===== src/rtl/pcmcia_io_spi_if.sv =====
// rtl/pcmcia_io_spi_if.sv - host I/O bus bundle between the PCMCIA host and the SPI register window
interface pcmcia_io_spi_if;
  logic [15:0] A;
  logic [7:0]  D_in;
  logic [7:0]  D_out;
  logic        DDIR_IO;
  logic        IOWR;
  logic        IORD;
  logic        CE1;
  logic        REG;
  logic        INPACK;
  logic        WAIT;

  modport master (
    output A, D_in, IOWR, IORD, CE1, REG,
    input  D_out, DDIR_IO, INPACK, WAIT
  );

  modport slave (
    input  A, D_in, IOWR, IORD, CE1, REG,
    output D_out, DDIR_IO, INPACK, WAIT
  );
endinterface


===== src/rtl/pcmcia_io_spi.sv =====
// rtl/pcmcia_io_spi.sv - PCMCIA I/O register window bridging host IOWR/IORD cycles to a FIFO-buffered SPI master
// Optional SPI_AUTO_CS_EN: selected SS also asserts automatically while a byte is in flight.
module pcmcia_io_spi #(
  parameter logic [11:0] BASE       = 12'h001,
  parameter int          FIFO_DEPTH = 8,
  parameter int          N_CS       = 1,
  parameter logic [7:0]  DIV_RESET  = 8'd12
) (
  input  logic            clk_26,
  input  logic            RESET_N,
  pcmcia_io_spi_if.slave  bus,
  output logic [N_CS-1:0] SS,
  output logic            SCLK,
  output logic            MOSI,
  input  logic            MISO,
  output logic            INT
);

  localparam int AW = (FIFO_DEPTH > 1) ? $clog2(FIFO_DEPTH) : 1;
  localparam logic [AW:0] DEPTH_C = (AW+1)'(FIFO_DEPTH);

  typedef enum logic [1:0] {S_IDLE, S_LOAD, S_SHIFT, S_DONE} state_t;

  state_t      state;
  logic [2:0]  iowr_q, iord_q;
  logic        rd_valid;
  logic [7:0]  tx_mem [FIFO_DEPTH];
  logic [7:0]  rx_mem [FIFO_DEPTH];
  logic [AW-1:0] tx_wr, tx_rd, rx_wr, rx_rd;
  logic [AW:0] tx_cnt, rx_cnt;
  logic        tx_ovf, rx_ovf;
  logic [2:0]  cs_idx;
  logic        cs_assert, rx_ie;
  logic [7:0]  div_reg, div_act, hp_cnt;
  logic [3:0]  hp;
  logic [7:0]  tx_sh, rx_sh;
  logic [7:0]  rd_mux, status_byte;
  logic        sel, wr_act, rd_act, busy, cs_en;
  logic        tx_full, tx_empty, rx_full, rx_empty;
  logic        tx_push, tx_pop, rx_push_req, rx_push, rx_pop;
  logic        wr_data, wr_status, wr_ctrl, wr_div, rd_data;
  logic        unused_addr;

  assign unused_addr = ^bus.A[3:2];

  assign sel         = ~bus.CE1 & ~bus.REG & (bus.A[15:4] == BASE);
  assign bus.INPACK  = ~(sel & ~bus.IORD);
  assign bus.DDIR_IO = sel & ~bus.IORD;
  assign bus.WAIT    = ~(sel & ~bus.IORD & ~rd_valid);

  // Action point: falling edge of the synchronised strobe, seen once per strobe.
  assign wr_act = iowr_q[2] & ~iowr_q[1] & sel;
  assign rd_act = iord_q[2] & ~iord_q[1] & sel;

  assign wr_data   = wr_act & (bus.A[1:0] == 2'd0);
  assign wr_status = wr_act & (bus.A[1:0] == 2'd1);
  assign wr_ctrl   = wr_act & (bus.A[1:0] == 2'd2);
  assign wr_div    = wr_act & (bus.A[1:0] == 2'd3);
  assign rd_data   = rd_act & (bus.A[1:0] == 2'd0);

  assign tx_full  = (tx_cnt == DEPTH_C);
  assign tx_empty = (tx_cnt == '0);
  assign rx_full  = (rx_cnt == DEPTH_C);
  assign rx_empty = (rx_cnt == '0);
  assign busy     = (state != S_IDLE);

  assign tx_push     = wr_data & ~tx_full;
  assign tx_pop      = (state == S_IDLE) & ~tx_empty;
  assign rx_push_req = (state == S_DONE);
  assign rx_push     = rx_push_req & ~rx_full;
  assign rx_pop      = rd_data & ~rx_empty;

  assign status_byte = {1'b0, tx_ovf, rx_ovf, busy, rx_empty, rx_full, tx_empty, tx_full};

`ifdef SPI_AUTO_CS_EN
  assign cs_en = cs_assert | busy;
`else
  assign cs_en = cs_assert;
`endif

  always_comb begin
    for (int i = 0; i < N_CS; i++) begin
      SS[i] = ~(cs_en & (cs_idx == 3'(i)));
    end
  end

  always_comb begin
    rd_mux = 8'h00;
    case (bus.A[1:0])
      2'd0: rd_mux = rx_empty ? 8'h00 : rx_mem[rx_rd];
      2'd1: rd_mux = status_byte;
      2'd2: rd_mux = {2'b00, rx_ie, 1'b0, cs_assert, cs_idx};
      2'd3: rd_mux = div_reg;
      default: rd_mux = 8'h00;
    endcase
  end

  always_ff @(posedge clk_26) begin
    if (tx_push) tx_mem[tx_wr] <= bus.D_in;
    if (rx_push) rx_mem[rx_wr] <= rx_sh;
  end

  always_ff @(posedge clk_26 or negedge RESET_N) begin
    if (!RESET_N) begin
      iowr_q    <= 3'b111;
      iord_q    <= 3'b111;
      rd_valid  <= 1'b0;
      bus.D_out <= 8'h00;
      tx_wr     <= '0;
      tx_rd     <= '0;
      rx_wr     <= '0;
      rx_rd     <= '0;
      tx_cnt    <= '0;
      rx_cnt    <= '0;
      tx_ovf    <= 1'b0;
      rx_ovf    <= 1'b0;
      cs_idx    <= 3'd0;
      cs_assert <= 1'b0;
      rx_ie     <= 1'b0;
      div_reg   <= DIV_RESET;
      div_act   <= DIV_RESET;
      INT       <= 1'b1;
      state     <= S_IDLE;
      SCLK      <= 1'b0;
      MOSI      <= 1'b0;
      hp        <= 4'd0;
      hp_cnt    <= 8'd0;
      tx_sh     <= 8'h00;
      rx_sh     <= 8'h00;
    end else begin
      iowr_q <= {iowr_q[1:0], bus.IOWR};
      iord_q <= {iord_q[1:0], bus.IORD};

      if (rd_act) begin
        bus.D_out <= rd_mux;
        rd_valid  <= 1'b1;
      end else if (iord_q[1]) begin
        rd_valid <= 1'b0;
      end

      if (tx_push) tx_wr <= tx_wr + 1'b1;
      if (tx_pop)  tx_rd <= tx_rd + 1'b1;
      if (rx_push) rx_wr <= rx_wr + 1'b1;
      if (rx_pop)  rx_rd <= rx_rd + 1'b1;
      tx_cnt <= tx_cnt + (AW+1)'(tx_push) - (AW+1)'(tx_pop);
      rx_cnt <= rx_cnt + (AW+1)'(rx_push) - (AW+1)'(rx_pop);

      // A new overflow in the same cycle as a clear wins.
      if (wr_status && bus.D_in[5]) rx_ovf <= 1'b0;
      if (rx_push_req && rx_full)   rx_ovf <= 1'b1;
      if (wr_status && bus.D_in[6]) tx_ovf <= 1'b0;
      if (wr_data && tx_full)       tx_ovf <= 1'b1;

      if (wr_ctrl) begin
        cs_idx    <= bus.D_in[2:0];
        cs_assert <= bus.D_in[3];
        rx_ie     <= bus.D_in[5];
      end
      if (wr_div) div_reg <= bus.D_in;

      INT <= ~(rx_ie & ~rx_empty);

      case (state)
        S_IDLE: begin
          SCLK <= 1'b0;
          if (!tx_empty) begin
            tx_sh   <= tx_mem[tx_rd];
            MOSI    <= tx_mem[tx_rd][7];
            div_act <= div_reg;
            state   <= S_LOAD;
          end
        end
        S_LOAD: begin
          hp     <= 4'd0;
          hp_cnt <= 8'd0;
          state  <= S_SHIFT;
        end
        S_SHIFT: begin
          if (hp_cnt == div_act) begin
            hp_cnt <= 8'd0;
            hp     <= hp + 4'd1;
            if (!hp[0]) begin
              SCLK  <= 1'b1;
              rx_sh <= {rx_sh[6:0], MISO};
            end else begin
              SCLK  <= 1'b0;
              tx_sh <= {tx_sh[6:0], 1'b0};
              MOSI  <= tx_sh[6];
              if (hp == 4'd15) state <= S_DONE;
            end
          end else begin
            hp_cnt <= hp_cnt + 8'd1;
          end
        end
        S_DONE: begin
          state <= S_IDLE;
        end
        default: state <= S_IDLE;
      endcase
    end
  end

endmodule


===== src/flat_wrapper.sv =====
// flat-port wrapper written by rule: the top's interface ports become plain ports
module pcmcia_io_spi_flat 
#(
  parameter logic [11:0] BASE       = 12'h001,
  parameter int          FIFO_DEPTH = 8,
  parameter int          N_CS       = 1,
  parameter logic [7:0]  DIV_RESET  = 8'd12
)
  (clk_26, RESET_N, SS, SCLK, MOSI, MISO, INT, bus_A, bus_D_in, bus_IOWR, bus_IORD, bus_CE1, bus_REG, bus_D_out, bus_DDIR_IO, bus_INPACK, bus_WAIT);
  pcmcia_io_spi_if bus_i ();
  input  logic clk_26;
  input  logic RESET_N;
  output logic [N_CS-1:0] SS;
  output logic SCLK;
  output logic MOSI;
  input  logic MISO;
  output logic INT;
  input wire logic [$bits(bus_i.A)-1:0] bus_A;
  input wire logic [$bits(bus_i.D_in)-1:0] bus_D_in;
  input wire logic [$bits(bus_i.IOWR)-1:0] bus_IOWR;
  input wire logic [$bits(bus_i.IORD)-1:0] bus_IORD;
  input wire logic [$bits(bus_i.CE1)-1:0] bus_CE1;
  input wire logic [$bits(bus_i.REG)-1:0] bus_REG;
  output wire logic [$bits(bus_i.D_out)-1:0] bus_D_out;
  output wire logic [$bits(bus_i.DDIR_IO)-1:0] bus_DDIR_IO;
  output wire logic [$bits(bus_i.INPACK)-1:0] bus_INPACK;
  output wire logic [$bits(bus_i.WAIT)-1:0] bus_WAIT;
  assign bus_i.A = bus_A;
  assign bus_i.D_in = bus_D_in;
  assign bus_i.IOWR = bus_IOWR;
  assign bus_i.IORD = bus_IORD;
  assign bus_i.CE1 = bus_CE1;
  assign bus_i.REG = bus_REG;
  assign bus_D_out = bus_i.D_out;
  assign bus_DDIR_IO = bus_i.DDIR_IO;
  assign bus_INPACK = bus_i.INPACK;
  assign bus_WAIT = bus_i.WAIT;
  pcmcia_io_spi #(.BASE(BASE), .FIFO_DEPTH(FIFO_DEPTH), .N_CS(N_CS), .DIV_RESET(DIV_RESET)) u_core (.clk_26(clk_26), .RESET_N(RESET_N), .bus(bus_i), .SS(SS), .SCLK(SCLK), .MOSI(MOSI), .MISO(MISO), .INT(INT));
endmodule

===== config.mk =====
export PLATFORM = sky130hd
export DESIGN_NAME = pcmcia_io_spi_flat
export DESIGN_NICKNAME = d
export VERILOG_FILES = /design/src/rtl/pcmcia_io_spi_if.sv /design/src/rtl/pcmcia_io_spi.sv /design/src/flat_wrapper.sv
export SDC_FILE = /design/constraint.sdc
export NUM_CORES = 1
export LEC_CHECK = 0
export BUFFER_PORTS_ARGS = -buffer_cell sky130_fd_sc_hd__buf_2
export CAP_MARGIN = 15
export CORE_UTILIZATION = 47
export CTS_BUF_LIST = sky130_fd_sc_hd__clkbuf_4
export CTS_CLUSTER_DIAMETER = 200
export DETAILED_ROUTE_END_ITERATION = 7
export GPL_TIMING_DRIVEN = 0
export PLACE_DENSITY_LB_ADDON = 0.08
export RECOVER_POWER = 100
export SLEW_MARGIN = 20
export SYNTH_ARGS = -nofsm -noshare
export SYNTH_HDL_FRONTEND = slang
export SYNTH_SLANG_ARGS = --single-unit

===== constraint.sdc =====
create_clock -name clk_26 -period 2.94 [get_ports clk_26]
set_input_delay 0 -clock clk_26 [delete_from_list [all_inputs] [get_ports clk_26]]
set_output_delay 0 -clock clk_26 [all_outputs]
set_load 0.01 [all_outputs]

==> key figures <==
Worst setup path
  • Critical Path Source Type: input pin
  • CP required: 3.46 ns
  • Critical-path top delay cell: dlygate4sd3_1
  • Buf/Inv on CP: 4
  • Critical Path Stages: 8
  • R2r setup slk: 0.17 ns
  • Crit. End Element: register
  • Crit path launch: bus_A[15]
  • Crit path arrival time: 3.33 ns
  • CP max FO: 7
  • R2R depth: 10
  • Crit-path max cell delay: 0.82 ns
  • Kind of critical path: in2reg
  • Critical path's top delay family: buffers and inverters
  • CP Cell Sequence: dlygate4sd3_1 > buf_2 > nor4_1 > dlygate4sd3_1 > nand4_2 > nor3_1 > dlygate4sd3_1 > mux2_2
  • CP most frequent cell: dlygate4sd3_1
  • Worst flop-to-flop path startpoint: u_core.rx_cnt[2]

STA
  • Relative slew margins: -27.65%
  • Final hold slack: 0.09342 ns
  • Final Hold Fails: 0
  • Setup TNS: 0 ns
  • Min Tclk post-route: 2.809 ns
  • Slew Viols, Final: 72
  • Setup ws final: 0.1309 ns
  • Clock skew: 0.02747 ns
  • Fmax: 0.3560 GHz
  • RSZ-0062 raised after global routing: false
  • Final Setup Violations: 0
  • Slew @ Worst Pin: 1.915 ns
  • Fin crit share: 95.55%

Route
  • Routed Antenna Nets: 0
  • # DRC: 0
  • Drt pass-1 iters: 5
  • Vias per Instance: 5.342
  • Via count: 5764
  • Routed WL per cell: 19.03 um
  • Routed WL: 20.53 mm
  • Iter 0 DRT Violations: 298

Logic synthesis
  • Sequential share of the synthesized area: 64.82%
  • Post-Syn Area: 0.009425 mm2
  • Mean post-synth cell area: 14.91 um2
  • Synth async-reset ratio: 41.28%
  • Post-synth EDFFs: 128
  • Cell variety after synth: 54
  • Post-Synthesis Cells: 632
  • Yosys top cell area share: 40.78%
  • Cell taking the most area after synthesis: edfxtp_1
  • Net Count, Synth: 686
  • Synth Warn #: 0
  • Most frequent cells after synthesis: 128 x edfxtp_1, 79 x dfrtp_1, 53 x nand2_1
  • Main synth FF type: edfxtp_1
  • Count leader, synth: edfxtp_1
  • #FFs+latches synth: 218
  • Main area contributors after synthesis: edfxtp_1 41%, dfrtp_1 21%, mux4_2 7.6%, mux2_2 4.3%, dfstp_2 3.1%

GRT
  • First-pass GRT wire length: 33.16 mm
  • GRT Total Usage: 21.52%
  • Largest net degree at the start of global routing: 72
  • Vias in the first global route: 6206
  • GRT overflow: 0
  • Initial antenna violation count: 1

Hold path
  • Worst Hold Launch: bus_A[14]
  • WHS Path Cells: 5
  • Worst hold-check path type: in2reg

Die
  • Die Area: 0.02062 mm2
  • Die width: 143.6 um
  • Row cnt: 51
  • Starting density of the core: 48.11%
  • Num ports: 46
  • Die Span Y: 143.6 um
  • Core area: 0.01959 mm2

Cells and area
  • Biggest regs: u_core.rx_mem (64), u_core.tx_mem (64)
  • Final instance area: 0.01105 mm2
  • Fill count: 1694
  • Final core occ: 56.40%
  • Area grow syn2layout: 17.22%
  • Share of layout cells above drive strength 1: 27.06%
  • Nets: 825

CTS
  • Clk_lat worst skew: 0.66 ns
  • CTS tree: done
  • Bufs on Longest Clock Path: 3
  • H-tree depth: 2
  • Clock sink count: 218
  • CTS clk-pin slew, worst paths: 0.06 ns
  • CTS buffer count: 57
  • Root Driver: clkbuf_4

Power and ir drop
  • Pleak: 4.334 nW
  • Peak supply drop: 472.0 uV
  • Power per cell area: 794.5 mW/mm2

Outcome
  • Failing checks: capacitance limit, slew limit
  • Outcome: finished with violations

Place
  • Area after DPL: 0.01006 mm2
  • Placer Congestion: 0.7781
  • Post-place setup slack: -0.4934 ns
  • Dpl hpwl: 13.86 mm
  • Number of port buffers: 42

Run
  • Maxcap violations: 1
==> through the flow <==
stage	std cells	total power, mW
2_1_floorplan	632	5.458
3_3_place_gp	939	6.000
3_5_place_dp	943	6.126
4_1_cts	1073	8.848
5_1_grt	1079	9.307
6_report	1079	8.778
==> report_power, final <==
part           switching, mW  internal, mW  total [mW]
clock network           1.21          1.45        2.66
logic                   1.14         0.913        2.06
registers              0.313          3.74        4.06
==> final timing paths <==
kind                                  endpoint
setup / recovery             u_core.div_reg[1]
min in group asynchronous      u_core.tx_rd[2]
hold reg to reg               u_core.iowr_q[1]
hold / removal             u_core.bus.D_out[4]
max in group asynchronous    u_core.div_reg[1]
setup reg to reg              u_core.rx_cnt[2]
==> kinds of logic (layout without fill, tap and decap cells) <==
family                   after synthesis  count (layout)  synth area share, %
XOR/XNOR                              20              20                1.859
flip-flops                           218             218                64.82
buffers and inverters                 58             239                2.482
multiplexers                          73              73                12.48
other                                  0               1                    0
AND/OR/NAND/NOR                      171             171                9.916
adder cells (fa/ha/maj)               23              23                3.213
AO/OA/AOI/OAI                         69              69                5.231
==> tightest hold or removal path, cell delays in order <==
cell and delay (ns):
buf_2 0.08, nor4_1 0.05, nand4_2 0.19, nor2_1 0.20, a31oi_1 0.17
==> per-layer routing <==
| layer | wire, um | track usage (%) | share of wire, % | up-vias |
|---|---|---|---|---|
| li1 | - | - | - | 2735 |
| met1 | 8574 | 26.10 | 42 | 2879 |
| met3 | 810 | 4.432 | 3.9 | 32 |
| met5 | 0 | 0 | 0 | - |
| met4 | 415 | 7.559 | 2.0 | 0 |
| met2 | 10730 | 38.02 | 52 | 118 |
==> final cells by class <==
| class | instances | area [um2] | share of cell area, % |
|---|---|---|---|
| clock buffers | 89 | 668.1 | 6.048 |
| clock inverters | 12 | 78.83 | 0.7135 |
| diodes | 1 | 2.502 | 0.02265 |
| plain buffers | 29 | 126.4 | 1.144 |
| multi-input cells | 356 | 3097 | 28.03 |
| repair buffers | 81 | 525.5 | 4.757 |
| well taps | 265 | 331.6 | 3.001 |
| inverters | 28 | 108.9 | 0.9853 |
| flip-flops and latches | 218 | 6110 | 55.30 |
==> what timing repair did <==
action / 4_1_cts / 5_1_grt
endpoints found under the setup margin: 4 / 5
hold endpoints to repair: 177 / 0
setup buffers: 1 / 5
hold buffers: 29 / 0
pin swaps: 0 / 0
cloned: 0 / 0
resized for setup: 1 / 7
==> cell usage in the layout (no fill, tap or decap), types with 13 or more instances in the layout <==
master and count:
edfxtp_1 128, clkbuf_4 92, dfrtp_1 79, nand2_1 53
clkbuf_1 47, mux2_2 36, mux4_2 32, dlygate4sd3_1 29
inv_1 26, buf_2 25, ha_1 21, nor2_1 18
nand3_1 18, o211ai_1 17, nand4_1 16, nand2b_1 15
xor2_1 13
Note: power is estimated with default switching activity, not from simulation.
